==> src/rtl/ls_fetch_sequencer.sv <==
// ls_fetch_sequencer
//   Fetch/decode/control sequencer for the load/store datapath. It fetches
//   instruction words over a req/ack handshake, decodes lwz/stw and steps the
//   datapath strobes one phase per cycle. It owns the PC.
//
//   Build option: LS_HALT_ON_ILLEGAL_EN
//     defined   - an undecodable opcode parks the FSM in HALT until rst
//     undefined - an undecodable opcode retires as a NOP (flag still set)
//
//   state  | meaning
//   -------+-------------------------------------------------------------
//   IDLE   | one-cycle holdoff after reset
//   FETCH  | imem_req high at pc, waiting for imem_ack
//   DECODE | opcode of the latched instruction examined
//   EXEC   | ALU address settles, no strobes
//   MEM    | load: MemRead; store: MemWrite then retire
//   WB     | load only: MemRead + RegWrite, then retire
//   HALT   | parked after an illegal opcode (halt build only)
//
//   Every control output is a flop. Next values are computed from the next
//   state, so each strobe is high exactly while the FSM sits in its phase.

module ls_fetch_sequencer #(
  parameter int            N        = 32,
  parameter logic [N-1:0]  RESET_PC = '0
) (
  input  logic         clk,
  input  logic         rst,
  input  logic         enable,
  output logic         imem_req,
  output logic [N-1:0] imem_addr,
  input  logic [N-1:0] imem_data,
  input  logic         imem_ack,
  output logic [N-1:0] instruction,
  output logic [3:0]   ALU_OP,
  output logic         RegWrite,
  output logic         MemRead,
  output logic         MemWrite,
  output logic         XO,
  output logic [N-1:0] pc,
  output logic         illegal,
  output logic         retired
);

  localparam logic [5:0] OP_LWZ  = 6'b100000;
  localparam logic [5:0] OP_STW  = 6'b100100;
  localparam logic [3:0] ALU_ADD = 4'b0010;
  localparam logic [3:0] ALU_NOP = 4'b0000;

  typedef enum logic [2:0] {
    IDLE   = 3'd0,
    FETCH  = 3'd1,
    DECODE = 3'd2,
    EXEC   = 3'd3,
    MEM    = 3'd4,
    WB     = 3'd5,
    HALT   = 3'd6
  } state_t;

  state_t       state_q;
  state_t       state_d;
  logic [N-1:0] pc_d;
  logic [N-1:0] instr_d;
  logic [3:0]   alu_d;
  logic         xo_d;
  logic         ill_d;
  logic         req_d;
  logic         mem_rd_d;
  logic         mem_wr_d;
  logic         reg_wr_d;
  logic         ret_d;
  logic [5:0]   opcode;

  assign opcode    = instruction[31:26];
  // The fetch address is the PC register itself, no logic in between.
  assign imem_addr = pc;

  // Next-state and next-output computation; XO doubles as the load/store
  // selector once DECODE has passed, so no separate kind register is kept.
  always_comb begin
    state_d  = state_q;
    pc_d     = pc;
    instr_d  = instruction;
    alu_d    = ALU_OP;
    xo_d     = XO;
    ill_d    = illegal;
    ret_d    = 1'b0;

    case (state_q)
      IDLE: begin
        state_d = FETCH;
      end

      FETCH: begin
        if (imem_ack && imem_req) begin
          instr_d = imem_data;
          state_d = DECODE;
        end
      end

      DECODE: begin
        case (opcode)
          OP_LWZ: begin
            xo_d    = 1'b0;
            alu_d   = ALU_ADD;
            state_d = EXEC;
          end
          OP_STW: begin
            xo_d    = 1'b1;
            alu_d   = ALU_ADD;
            state_d = EXEC;
          end
          default: begin
            xo_d    = 1'b0;
            alu_d   = ALU_NOP;
            ill_d   = 1'b1;
`ifdef LS_HALT_ON_ILLEGAL_EN
            state_d = HALT;
`else
            pc_d    = pc + N'(4);
            ret_d   = 1'b1;
            state_d = FETCH;
`endif
          end
        endcase
      end

      EXEC: begin
        state_d = MEM;
      end

      MEM: begin
        if (XO) begin
          pc_d    = pc + N'(4);
          ret_d   = 1'b1;
          state_d = FETCH;
        end else begin
          state_d = WB;
        end
      end

      WB: begin
        pc_d    = pc + N'(4);
        ret_d   = 1'b1;
        state_d = FETCH;
      end

      HALT: begin
        state_d = HALT;
      end

      default: begin
        state_d = IDLE;
      end
    endcase

    req_d    = (state_d == FETCH);
    mem_rd_d = ((state_d == MEM) && !xo_d) || (state_d == WB);
    mem_wr_d = (state_d == MEM) && xo_d;
    reg_wr_d = (state_d == WB);
  end

  // State and all control outputs; enable low freezes every flop.
  always_ff @(posedge clk) begin
    if (rst) begin
      state_q     <= IDLE;
      pc          <= RESET_PC;
      instruction <= '0;
      ALU_OP      <= ALU_NOP;
      XO          <= 1'b0;
      illegal     <= 1'b0;
      imem_req    <= 1'b0;
      MemRead     <= 1'b0;
      MemWrite    <= 1'b0;
      RegWrite    <= 1'b0;
      retired     <= 1'b0;
    end else if (enable) begin
      state_q     <= state_d;
      pc          <= pc_d;
      instruction <= instr_d;
      ALU_OP      <= alu_d;
      XO          <= xo_d;
      illegal     <= ill_d;
      imem_req    <= req_d;
      MemRead     <= mem_rd_d;
      MemWrite    <= mem_wr_d;
      RegWrite    <= reg_wr_d;
      retired     <= ret_d;
    end
  end

endmodule

==> config.mk <==
export PLATFORM = sky130hd
export DESIGN_NAME = ls_fetch_sequencer
export DESIGN_NICKNAME = d
export VERILOG_FILES = /design/src/rtl/ls_fetch_sequencer.sv
export SDC_FILE = /design/constraint.sdc
export NUM_CORES = 1
export LEC_CHECK = 0
export CORE_MARGIN = 2
export CORE_UTILIZATION = 30
export CTS_CLUSTER_DIAMETER = 60
export DETAILED_ROUTE_END_ITERATION = 10
export SYNTH_ARGS = -nofsm -noshare
export SYNTH_HDL_FRONTEND = slang
export SYNTH_SLANG_ARGS = --single-unit
==> constraint.sdc <==
create_clock -name clk -period 2.7 [get_ports clk]
set_input_delay 0.27 -clock clk [delete_from_list [all_inputs] [get_ports clk]]
set_output_delay 0.27 -clock clk [all_outputs]
set_load 0.01 [all_outputs]
---- Word level (Yosys, flattened, before mapping) ----
Cells that the tools add are included.
word-level totals
  flip-flop bits (word level) ............. 78
  input bits .............................. 36
  output and inout port bits .............. 107
  logic and storage cells ................. 52
cells by class
  $add $sub $neg .......................... 1
  equality and inequality tests ........... 13
  mux-type cells .......................... 13
  bitwise gates (word level) .............. 1
  reduce and logical (&&, ||, !) cells .... 13
operators with widths
  cell                                                             number
  32-bit case mux with 3 select lines                              1
  32-bit 2-to-1 mux                                                2
  32-bit by 3-bit adder with 32-bit output, second input constant  1
  3-bit case mux with 6 select lines                               1
  3-bit == test, second input constant                             5
  6-bit == test, second input constant                             2
  3-bit by 1-bit == test with 1-bit output, second input constant  2
  3-bit by 2-bit == test with 1-bit output, second input constant  2
  3-bit 2-to-1 mux                                                 2
  3-bit AND reduction                                              2
  1-bit 2-to-1 mux                                                 4
  2-bit 2-to-1 mux                                                 2
  2-bit != test, second input constant                             2
  4-bit AND reduction                                              1
  2-bit OR reduction                                               2
  1-bit logical AND                                                3
  3-bit logical NOT                                                1
  1-bit case mux with 3 select lines                               1
  3-bit nonzero test                                               1
  2-bit AND reduction                                              1
  1-bit logical NOT                                                1
  1-bit logical OR                                                 1
  1-bit NOT                                                        1

---- Longest topological paths before layout ----
Gate-level depths: netlist of run 1.
  depth in word-level cells ............... 7
  gate-level depth with buffers ........... 8
  gate-level depth less buffers ........... 6

---- Least setup slack after synthesis of run 1 ----
Ideal clock, no wire load.
  kind .................................... reg2reg
  start ................................... register pc[2], in the netlist imem_addr[2]
  end ..................................... register pc[30], in the netlist imem_addr[30]
  data arrival time ....................... 1843 ps
  setup slack ............................. 786 ps
  stages on the path, launching flop included .. 8
  buffers on the path ..................... 1
  path through ............................ dfxtp_1 > ha_1 > buf_1 > nand4_1 > nor4_1 > nand3_1 > or3_1 > a21oi_1
between the ends
  cells in the longest elaborated chain, start to end .. 3
  elaborated cells on any way between the ends .. 4
  those cells by class .................... add/sub (1); mux (3)
ends and longest elaborated chain
  item                                          RTL line       RTL
  start, declared                               40             output logic [N-1:0] pc,
  start signal, assigned                        179            pc <= pc_d;
  32-bit by 3-bit adder with 32-bit output (*)  120, 134, 143
  32-bit 2-to-1 mux (on tied branches)          133, 102
  32-bit case mux with 3 select lines (*)       89             case (state_q)
Every way passes the cells marked *; elsewhere a longest branch is shown, timed or not. The select of a mux whose other input is x is not followed.
A chain may end at the register's enable or synchronous reset.

---- Worst setup path after layout of run 1 ----
  start ................................... register state_q[2]
  end ..................................... register pc[12], in the netlist imem_addr[12]
between the ends
  cells in the longest elaborated chain, start to end .. 3
  elaborated cells on any way between the ends .. 8
  those cells by class .................... eq/ne (5); mux (1); reduce/logical (2)
ends and longest elaborated chain
  item                                                                              RTL line  RTL
  start, declared                                                                   60        state_t state_q;
  start signal, assigned                                                            178       state_q <= state_d;
  3-bit == test / 3-bit by 2-bit == test with 1-bit output (equally long branches)  89
  2-bit != test (no line) / 3-bit nonzero test (equally long branches)              --
  4-bit AND reduction (no line)                                                     --
Several ways; a longest one is shown, not always the timed one.

==> results of run 1 <==
==> stage by stage <==
| step | std cells | area, µm² | util, % | total power [mW] |
|---|---|---|---|---|
| finish | 665 | 4966 | 45.41 | 2.620 |
| global route | 665 | 4966 | 45.41 | 2.711 |
| CTS | 665 | 4966 | 45.41 | 2.653 |
| detailed placement | 650 | 4623 | 42.28 | 1.273 |
| global placement | 650 | 4623 | 42.28 | 1.271 |
| floorplan | 430 | 3423 | - | 1.198 |
==> cells in the mapped netlist, types with 2 or more instances <==
master and n:
nor2_1 18, nand3_1 18, clkbuf_1 16, xnor2_1 2, nor3_1 3, and4_4 2, o21ai_0 13, or3_1 9
or4_1 15, buf_1 3, buf_4 37, nor2b_1 4, buf_2 8, nor4_1 2, and3_1 2, inv_1 6
o31ai_1 14, mux2i_1 4, and2_1 3, a21oi_1 61, nand4_1 7, dfxtp_1 73, nand2_1 79, nand2b_1 4
==> path summary, 6_finish.rpt <==
check / slack (ns) / depth (start not counted) / start / to
worst max-delay path: 0.45 / 6 / state_q[2] / imem_addr[12]
worst min-delay path: 0.45 / 2 / instruction[0] / instruction[0]
worst max register to register: 0.45 / 6 / state_q[2] / imem_addr[12]
worst min register to register: 0.45 / 2 / instruction[0] / instruction[0]
==> logic make-up (layout without fill, tap and decap cells) <==
| group | Yosys count | count (layout) | synth area share (%) |
|---|---|---|---|
| simple gates | 174 | 174 | 25.83 |
| compound gates | 97 | 97 | 16.34 |
| flops | 73 | 73 | 42.97 |
| buf+inv | 70 | 165 | 12.10 |
| mux | 5 | 5 | 1.508 |
| xor+xnor | 3 | 3 | 0.7728 |
| fa+ha+maj | 1 | 1 | 0.3679 |
| other cells | 1 | 7 | 0.1103 |
==> registers in the layout, summed over array words and instances (netlist names) <==
register     count
RegWrite         1
imem_req         1
ALU_OP           1
illegal          1
retired          1
MemRead          1
instruction     32
MemWrite         1
state_q          3
XO               1
imem_addr       30
==> layout make-up <==
| class | instances | area share [%] |
|---|---|---|
| clock buffers | 10 | 4.812 |
| clock inverters | 5 | 2.091 |
| inverters | 6 | 0.4535 |
| multi-input cells | 287 | 31.22 |
| flip-flops and latches | 73 | 29.43 |
| well taps | 140 | 3.527 |
| repair buffers | 144 | 28.47 |
==> where the power goes <==
part	internal (mW)	switching [mW]	leakage (nW)
clock	0.923	0.448	0.169
sequential	1.09	0.0139	0.589
combinational	0.0815	0.0654	0.849
==> metal layers <==
metal	GRT usage (%)	vias to the layer above
li1	-	1631
met1	16.80	1487
met2	23.68	128
met3	7.519	6
met4	4.250	0
met5	0	-
==> critical path, stage by stage, from the launching register on <==
cell	delay, ns
dfxtp_1	0.56
nor3b_4	0.09
nand4b_1	0.19
nand4_2	0.49
buf_4	0.35
or3_1	0.34
a21oi_1	0.15
==> results.cfg, run 1 <==
[floorplanning]
rows = 38
start_util_pct = 31.10
die_x_um = 110.5
die_area_um2 = 12200
core_area_um2 = 10940
io_pins = 143
die_h_um = 110.5

[clocking]
root_buffer = clkbuf_16
cts_tree = yes
clock_path_buffers = 2
cts.sinks = 73
clkLatencyLatePin_ns = 0.32
cts_buffers = 9
cts.clk_slew.worst_paths_ns = 0.06
cts_setup_buffers = 0
cts.htree.levels = 3
cts_resized = 0
holdBufCountCts = 0

[finish]
multi_input_area_um2 = 1550
drive_gt1_share_pct = 6.286
diodes = 0
fill_cells = 1069
layout_common_cells = 134 x clkdlybuf4s50_1, 79 x nand2_1, 73 x dfxtp_1
num-nets-final = 558
layout_commonest_cell = clkdlybuf4s50_1
area_growth_pct = 46.03
seqCellArea_um2 = 1461

[logic_synthesis]
netlist_instances = 424
netlist_area_um2 = 3401
ys_async_sr_fraction_pct = 0
ys_warn_count = 0
syn_avg_cell_area_um2 = 8.021
synth_edf_count = 0
synth.area.top_cells = dfxtp_1 43%, a21oi_1 9.0%, nand2_1 8.7%
yosysSeqAreaShare_pct = 42.97
synth_cell_type_count = 45
synth_top_area_share_pct = 42.97
ys_ff_latch = 73
synth.largest_area_cell = dfxtp_1
ys.flop_type = dfxtp_1

[detailed_routing]
drtIter0Drc = 109
routed_wl_mm = 9.032
met1_length_mm = 3.900
vias_per_cell = 4.890
met2_length_mm = 4.036
drt-pass1-iter-count = 4
highest-signal-layer = met4
wl_met3_mm = 1.007
drc = 0
detail-route-antenna-nets = 0
vias = 3252
avgRoutedWirePerCell_um = 13.58

[global_routing]
antenna_found_initial = 0
grt_pass1_vias = 3086
grt_overflow = 0
grtUsageTotal_pct = 14.58
grt_max_degree = 39
grt_first_pass_wirelength_mm = 14.90

[setup_path]
cp-end-kind = register
cp.arrival_ns = 2.50
start_kind = register
crit_required_ns = 2.95
crit_type = reg -> reg
crit_fanout = 26

[timing]
max_freq_mhz = 444.0
setup_viol = 0
setup_tns_ns = 0
period_minus_slack_ns = 2.252
drv_slew = 0
setup_ws_ns = 0.4478
hold_violations = 0
rsz0062_at_grt = no
tightestPinTransition_ns = 0.7231
hold_ws_ns = 0.4536
period_share_pct = 83.41
slew_headroom_pct = 51.80
fin_worst_skew_ns = 0.008885

[power_and_ir_drop]
irDropWorstVdd_uv = 335.1
cellLeakagePower_nw = 1.606
power_density_nw_per_um2 = 527.6

[placed_design]
portBuffers = 135
hpwl_mm = 6.438
place_worst_setup_slack_ns = 0.4389
gp_congestion = 0.8235

[job]
drv_cap = 0

[run_status]
outcome = finished, final reports clean

[worst_hold_path]
hp-class = reg -> reg
(Power assumes the default switching activity.)
==> run 2: changes to the inputs <==
- clock period: 2.7 -> 2 ns (I/O delays scaled with it)
==> run 2 against run 1 <==
Net effect:
- via count grew 2.6%
- count of clock-buffer cells in the layout is the same
- clock power grew 18%
- setup slack lost 0.29 ns
- flip-flop and latch count is the same
- largest power group unchanged
- combinational power grew 49%
- utilization grew 1.4 points
- total power grew 27%
- largest cell class unchanged
- first-iteration DRC count grew 2.8%
- design area grew 3.0%
- highest routed layer unchanged
- register-to-register slack lost 0.29 ns
- critical endpoint is now imem_addr[27]
- global-route usage grew 0.11 points
==> results.cfg, run 2 (same netlist as run 1, synthesis figures left out) <==
[finish]
layout_common_cells = 134 x clkdlybuf4s50_1, 79 x nand2_1, 71 x dfxtp_1
fin_util_pct = 46.76
layout_commonest_cell = clkdlybuf4s50_1
num-nets-final = 574
diodes = 0
drive_gt1_share_pct = 10.35
regMostFlops = instruction
largest_register_ffs = 32
area_growth_pct = 50.37

[clocking]
clkLatencyLatePin_ns = 0.33
cts.htree.levels = 3
holdBufCountCts = 0
cts_buffers = 9
root_buffer = clkbuf_16
cts.sinks = 73
cts_tree = yes
clock_path_buffers = 2
cts.clk_slew.worst_paths_ns = 0.06

[timing]
max_freq_mhz = 541.5
period_share_pct = 92.34
setup_ws_ns = 0.1532
rsz0062_at_grt = no
fin_worst_skew_ns = 0.01352
period_minus_slack_ns = 1.847
hold_violations = 0
drv_slew = 0
setup_viol = 0

[detailed_routing]
drtIter0Drc = 112
drt-pass1-iter-count = 5
vias_per_cell = 4.897
detail-route-antenna-nets = 0
avgRoutedWirePerCell_um = 13.50
drc = 0
vias = 3335
routed_wl_mm = 9.194

[power_and_ir_drop]
seqPwrFrac_pct = 44.6
power_density_nw_per_um2 = 649.8
intPower_mw = 2.590
cellLeakagePower_nw = 1.680
irDropWorstVdd_uv = 322.4
comb_power_share_pct = 6.6
switching_share_pct = 22.04
power_switching_uw = 732.5
pwr-share-clk_pct = 48.8

[setup_path]
start_kind = register
cp.arrival_ns = 2.10
crit_required_ns = 2.26
critPathLaunch = state_q[1]
r2r_start = state_q[1]
cp-end-kind = register
crit_type = reg -> reg
crit_fanout = 31

[global_routing]
grt_max_degree = 40
grt_pass1_vias = 3127
grtUsageTotal_pct = 14.70
grt_overflow = 0
grt_first_pass_wirelength_mm = 15.04
antenna_found_initial = 0

[floorplanning]
rows = 38
start_util_pct = 31.10
die_area_um2 = 12200
io_pins = 143
die_h_um = 110.5
core_area_um2 = 10940
die_x_um = 110.5

[placed_design]
portBuffers = 135
place_worst_setup_slack_ns = -0.01557
gp_congestion = 0.8052
hpwl_mm = 6.684

[run_status]
outcome = finished, final reports clean

[job]
drv_cap = 0

[worst_hold_path]
min_from = rst
hp-class = in -> reg
==> run 2: cell types whose count changed in the layout (fill, tap and decap cells not counted), moves of 2 or more <==
cell,delta
nor2_1,-2
dfxtp_1,-2
inv_6,+2
clkinvlp_4,+2
nand3_1,-2
dfxtp_2,+2
buf_4,+13
bufinv_16,-2
buf_12,+3
nor2_2,+2
==> run 2: area by class of cell <==
cell class	count	area [µm²]
timing repair buffer	160	1572
sequential	73	1464
fill	1102	5822
tap	140	175.2
inverter	6	22.52
multi-input combinational	287	1579
clock buffer	10	239.0
clock inverter	5	62.56
==> run 2: layer usage <==
layer / GRT usage, % / part of all wire, % / vias up / wire [µm]
li1: - / - / 1664 / -
met5: 0 / 0 / - / 0
met4: 4.667 / 0.82 / 0 / 75
met1: 17.40 / 43 / 1536 / 3974
met2: 23.60 / 46 / 130 / 4186
met3: 6.915 / 10 / 5 / 958
==> run 2: repair_timing <==
action | 4_1_cts | 5_1_grt
setup endpoints to repair | 4 | 9
endpoints found under the hold margin | 0 | 0
gates resized for setup | 1 | 7
buffers inserted | 0 | 0
pin swaps | 0 | 1
==> run 2: per-stage QoR <==
| stage | TNS (ns) | area [µm²] | power, mW | hold WS [ns] | std cells |
|---|---|---|---|---|---|
| after floorplan | 0 | 3423 | 1.618 | 0.3360 | 430 |
| after global placement | 0 | 4781 | 1.728 | 0.4405 | 666 |
| after detailed placement | -0.03456 | 4781 | 1.731 | 0.4469 | 666 |
| after CTS | 0 | 5087 | 3.371 | 0.3099 | 681 |
| after global routing | 0 | 5114 | 3.456 | 0.3459 | 681 |
| final | 0 | 5114 | 3.323 | 0.3206 | 681 |
==> run 2: power groups by stage <==
stage               clock, mW  combinational (mW)  sequential [mW]
CTS                      1.67               0.219             1.48
finish                   1.62               0.219             1.48
global placement            0               0.216             1.51
detailed placement          0               0.218             1.51
global route             1.74               0.238             1.48
floorplan                   0               0.102             1.52
==> run 2: final timing paths <==
check	to	slack, ns	cells past startpoint
max	imem_addr[27]	0.15	7
min	RegWrite	0.32	2
max reg2reg	imem_addr[27]	0.15	7
min reg2reg	instruction[8]	0.45	2
==> run 2: worst max-delay path: stages, from the launching register on <==
cell and delay (ns):
dfxtp_1 0.32, buf_4 0.15, inv_1 0.14, a31o_4 0.20, nand4_2 0.12, buf_12 0.19, or4_1 0.50, a21oi_1 0.16
==> run 3: changes to the inputs <==
- GPL_TIMING_DRIVEN: default -> 0
==> run 3 against run 2 <==
Net effect:
- critical path depth rose by 1
- utilization up 2.5 points
- flip-flop and latch count unchanged
- die area did not move
- via count is 3.6% higher
- worst hold slack gained 0.029 ns
- combinational power up 2%
- global-route usage rose by 0.85 points
- critical path type unchanged
- largest cell class is now non-clock buffers
- highest routed layer unchanged
==> results.cfg, run 3 (same netlist as run 1, synthesis figures left out) <==
[floorplanning]
die_x_um = 110.5
rows = 38
core_area_um2 = 10940
die_area_um2 = 12200
io_pins = 143
start_util_pct = 31.10
die_h_um = 110.5

[timing]
slew_headroom_pct = 59.30
drv_slew = 0
period_share_pct = 97.66
tightestPinTransition_ns = 0.6106
setup_tns_ns = 0
max_freq_mhz = 512.0
rsz0062_at_grt = yes
hold_ws_ns = 0.3492
setup_ws_ns = 0.04675
setup_viol = 0
period_minus_slack_ns = 1.953
hold_violations = 0
fin_worst_skew_ns = 0.009163

[power_and_ir_drop]
cellLeakagePower_nw = 1.838
power_mw = 3.364
power_density_nw_per_um2 = 624.0
irDropWorstVdd_uv = 347.3

[setup_path]
crit_cells = 8
reg2regPathDepth = 8
critical_path.most_common_cell = buf_4
crit_required_ns = 2.26
cp_num_buf_inv = 3
cp_cell_sequence = nor3b_4, buf_4, nand4b_1, buf_4, nand4_4, buf_6, or4_1, a21oi_1
crit_fanout = 7
critPathLaunch = state_q[1]
r2r_start = state_q[1]
crit_slowest_cell = or4_1
cp.arrival_ns = 2.21
slowest_delay_ns = 0.51
crit_type = reg -> reg
cpLargestDelayFamily = simple AND/OR/NAND/NOR gates
cp-end-kind = register
start_kind = register

[finish]
layout_common_cells = 134 x clkdlybuf4s50_1, 79 x nand2_1, 61 x dfxtp_1
num-nets-final = 615
layout_commonest_cell = clkdlybuf4s50_1
seqCellArea_um2 = 1479
drive_gt1_share_pct = 16.84
area_growth_pct = 58.54
fill_cells = 1064
multi_input_area_um2 = 1619
diodes = 0
regMostFlops = instruction
largest_register_ffs = 32

[worst_hold_path]
min_path_cells = 3
min_from = enable
hp-class = in -> reg

[detailed_routing]
routed_wl_mm = 9.855
detail-route-antenna-nets = 0
drt-pass1-iter-count = 4
avgRoutedWirePerCell_um = 13.65
vias = 3455
drc = 0
vias_per_cell = 4.785
drtIter0Drc = 115

[clocking]
cts.clk_slew.worst_paths_ns = 0.06
cts.sinks = 73
clock_path_buffers = 2
cts.htree.levels = 3
cts_buffers = 9
cts_tree = yes
holdBufCountCts = 0
root_buffer = clkbuf_16
clkLatencyLatePin_ns = 0.33

[global_routing]
grt_pass1_vias = 3133
grt_first_pass_wirelength_mm = 15.70
grt_max_degree = 14
grtUsageTotal_pct = 15.54
grt_overflow = 0
antenna_found_initial = 0

[placed_design]
hpwl_mm = 7.120
portBuffers = 134
place_worst_setup_slack_ns = -0.3529
gp_congestion = 0.8122

[run_status]
outcome = finished, final reports clean

[job]
drv_cap = 0
-- run 3: cell count changes in the layout (fill, tap and decap cells not counted), sizes merged --
cell and change:
clkinvlp -1, buf +25, clkinv +1, clkbuf +16
-- run 3: tightest hold or removal path, cell delays in order --
cell	delay [ns]
buf_2	0.23
nand2b_1	0.14
a21oi_1	0.06
-- run 3: metal layers --
metal | wire length [µm] | global-route usage (%) | share of wire, %
met1 | 4219 | 18.57 | 43
met3 | 1014 | 6.257 | 10
met2 | 4442 | 24.70 | 45
met5 | 0 | 0 | 0
met4 | 178 | 6.667 | 1.8
-- run 3: final cells by class --
type / count / share of cell area, %
timing repair buffer: 141 / 25.85
buffer: 60 / 7.403
tap: 140 / 3.249
clock inverter: 5 / 1.184
sequential: 73 / 27.43
multi-input combinational: 287 / 30.03
inverter: 6 / 0.4177
clock buffer: 10 / 4.433
-- run 3: per-stage QoR --
stage               std cells  area, µm²  utilization (%)
floorplan                 430       3423                -
global placement          704       4940            45.17
detailed placement        704       4940            45.17
CTS                       720       5293            48.40
global route              722       5391            49.30
finish                    722       5391            49.30
-- run 3: report_power, final --
group          leakage (nW)  switching (mW)  internal, mW
clock network         0.146           0.647          1.00
registers             0.595          0.0200          1.47
logic                  1.10          0.0989         0.125
total                  1.84           0.766          2.60
-- run 3: what timing repair did --
item | 4_1_cts | 5_1_grt
buffers inserted | 2 | 4
gates resized for setup | 14 | 33
setup endpoints to repair | 19 | 58
pin swaps | 3 | 2
gates cloned | 0 | 1
-- run 3: worst paths after layout --
kind                    endpoint  slack, ns
setup / recovery   imem_addr[29]       0.05
hold / removal           retired       0.35
setup reg to reg   imem_addr[29]       0.05
hold reg to reg   instruction[4]       0.45
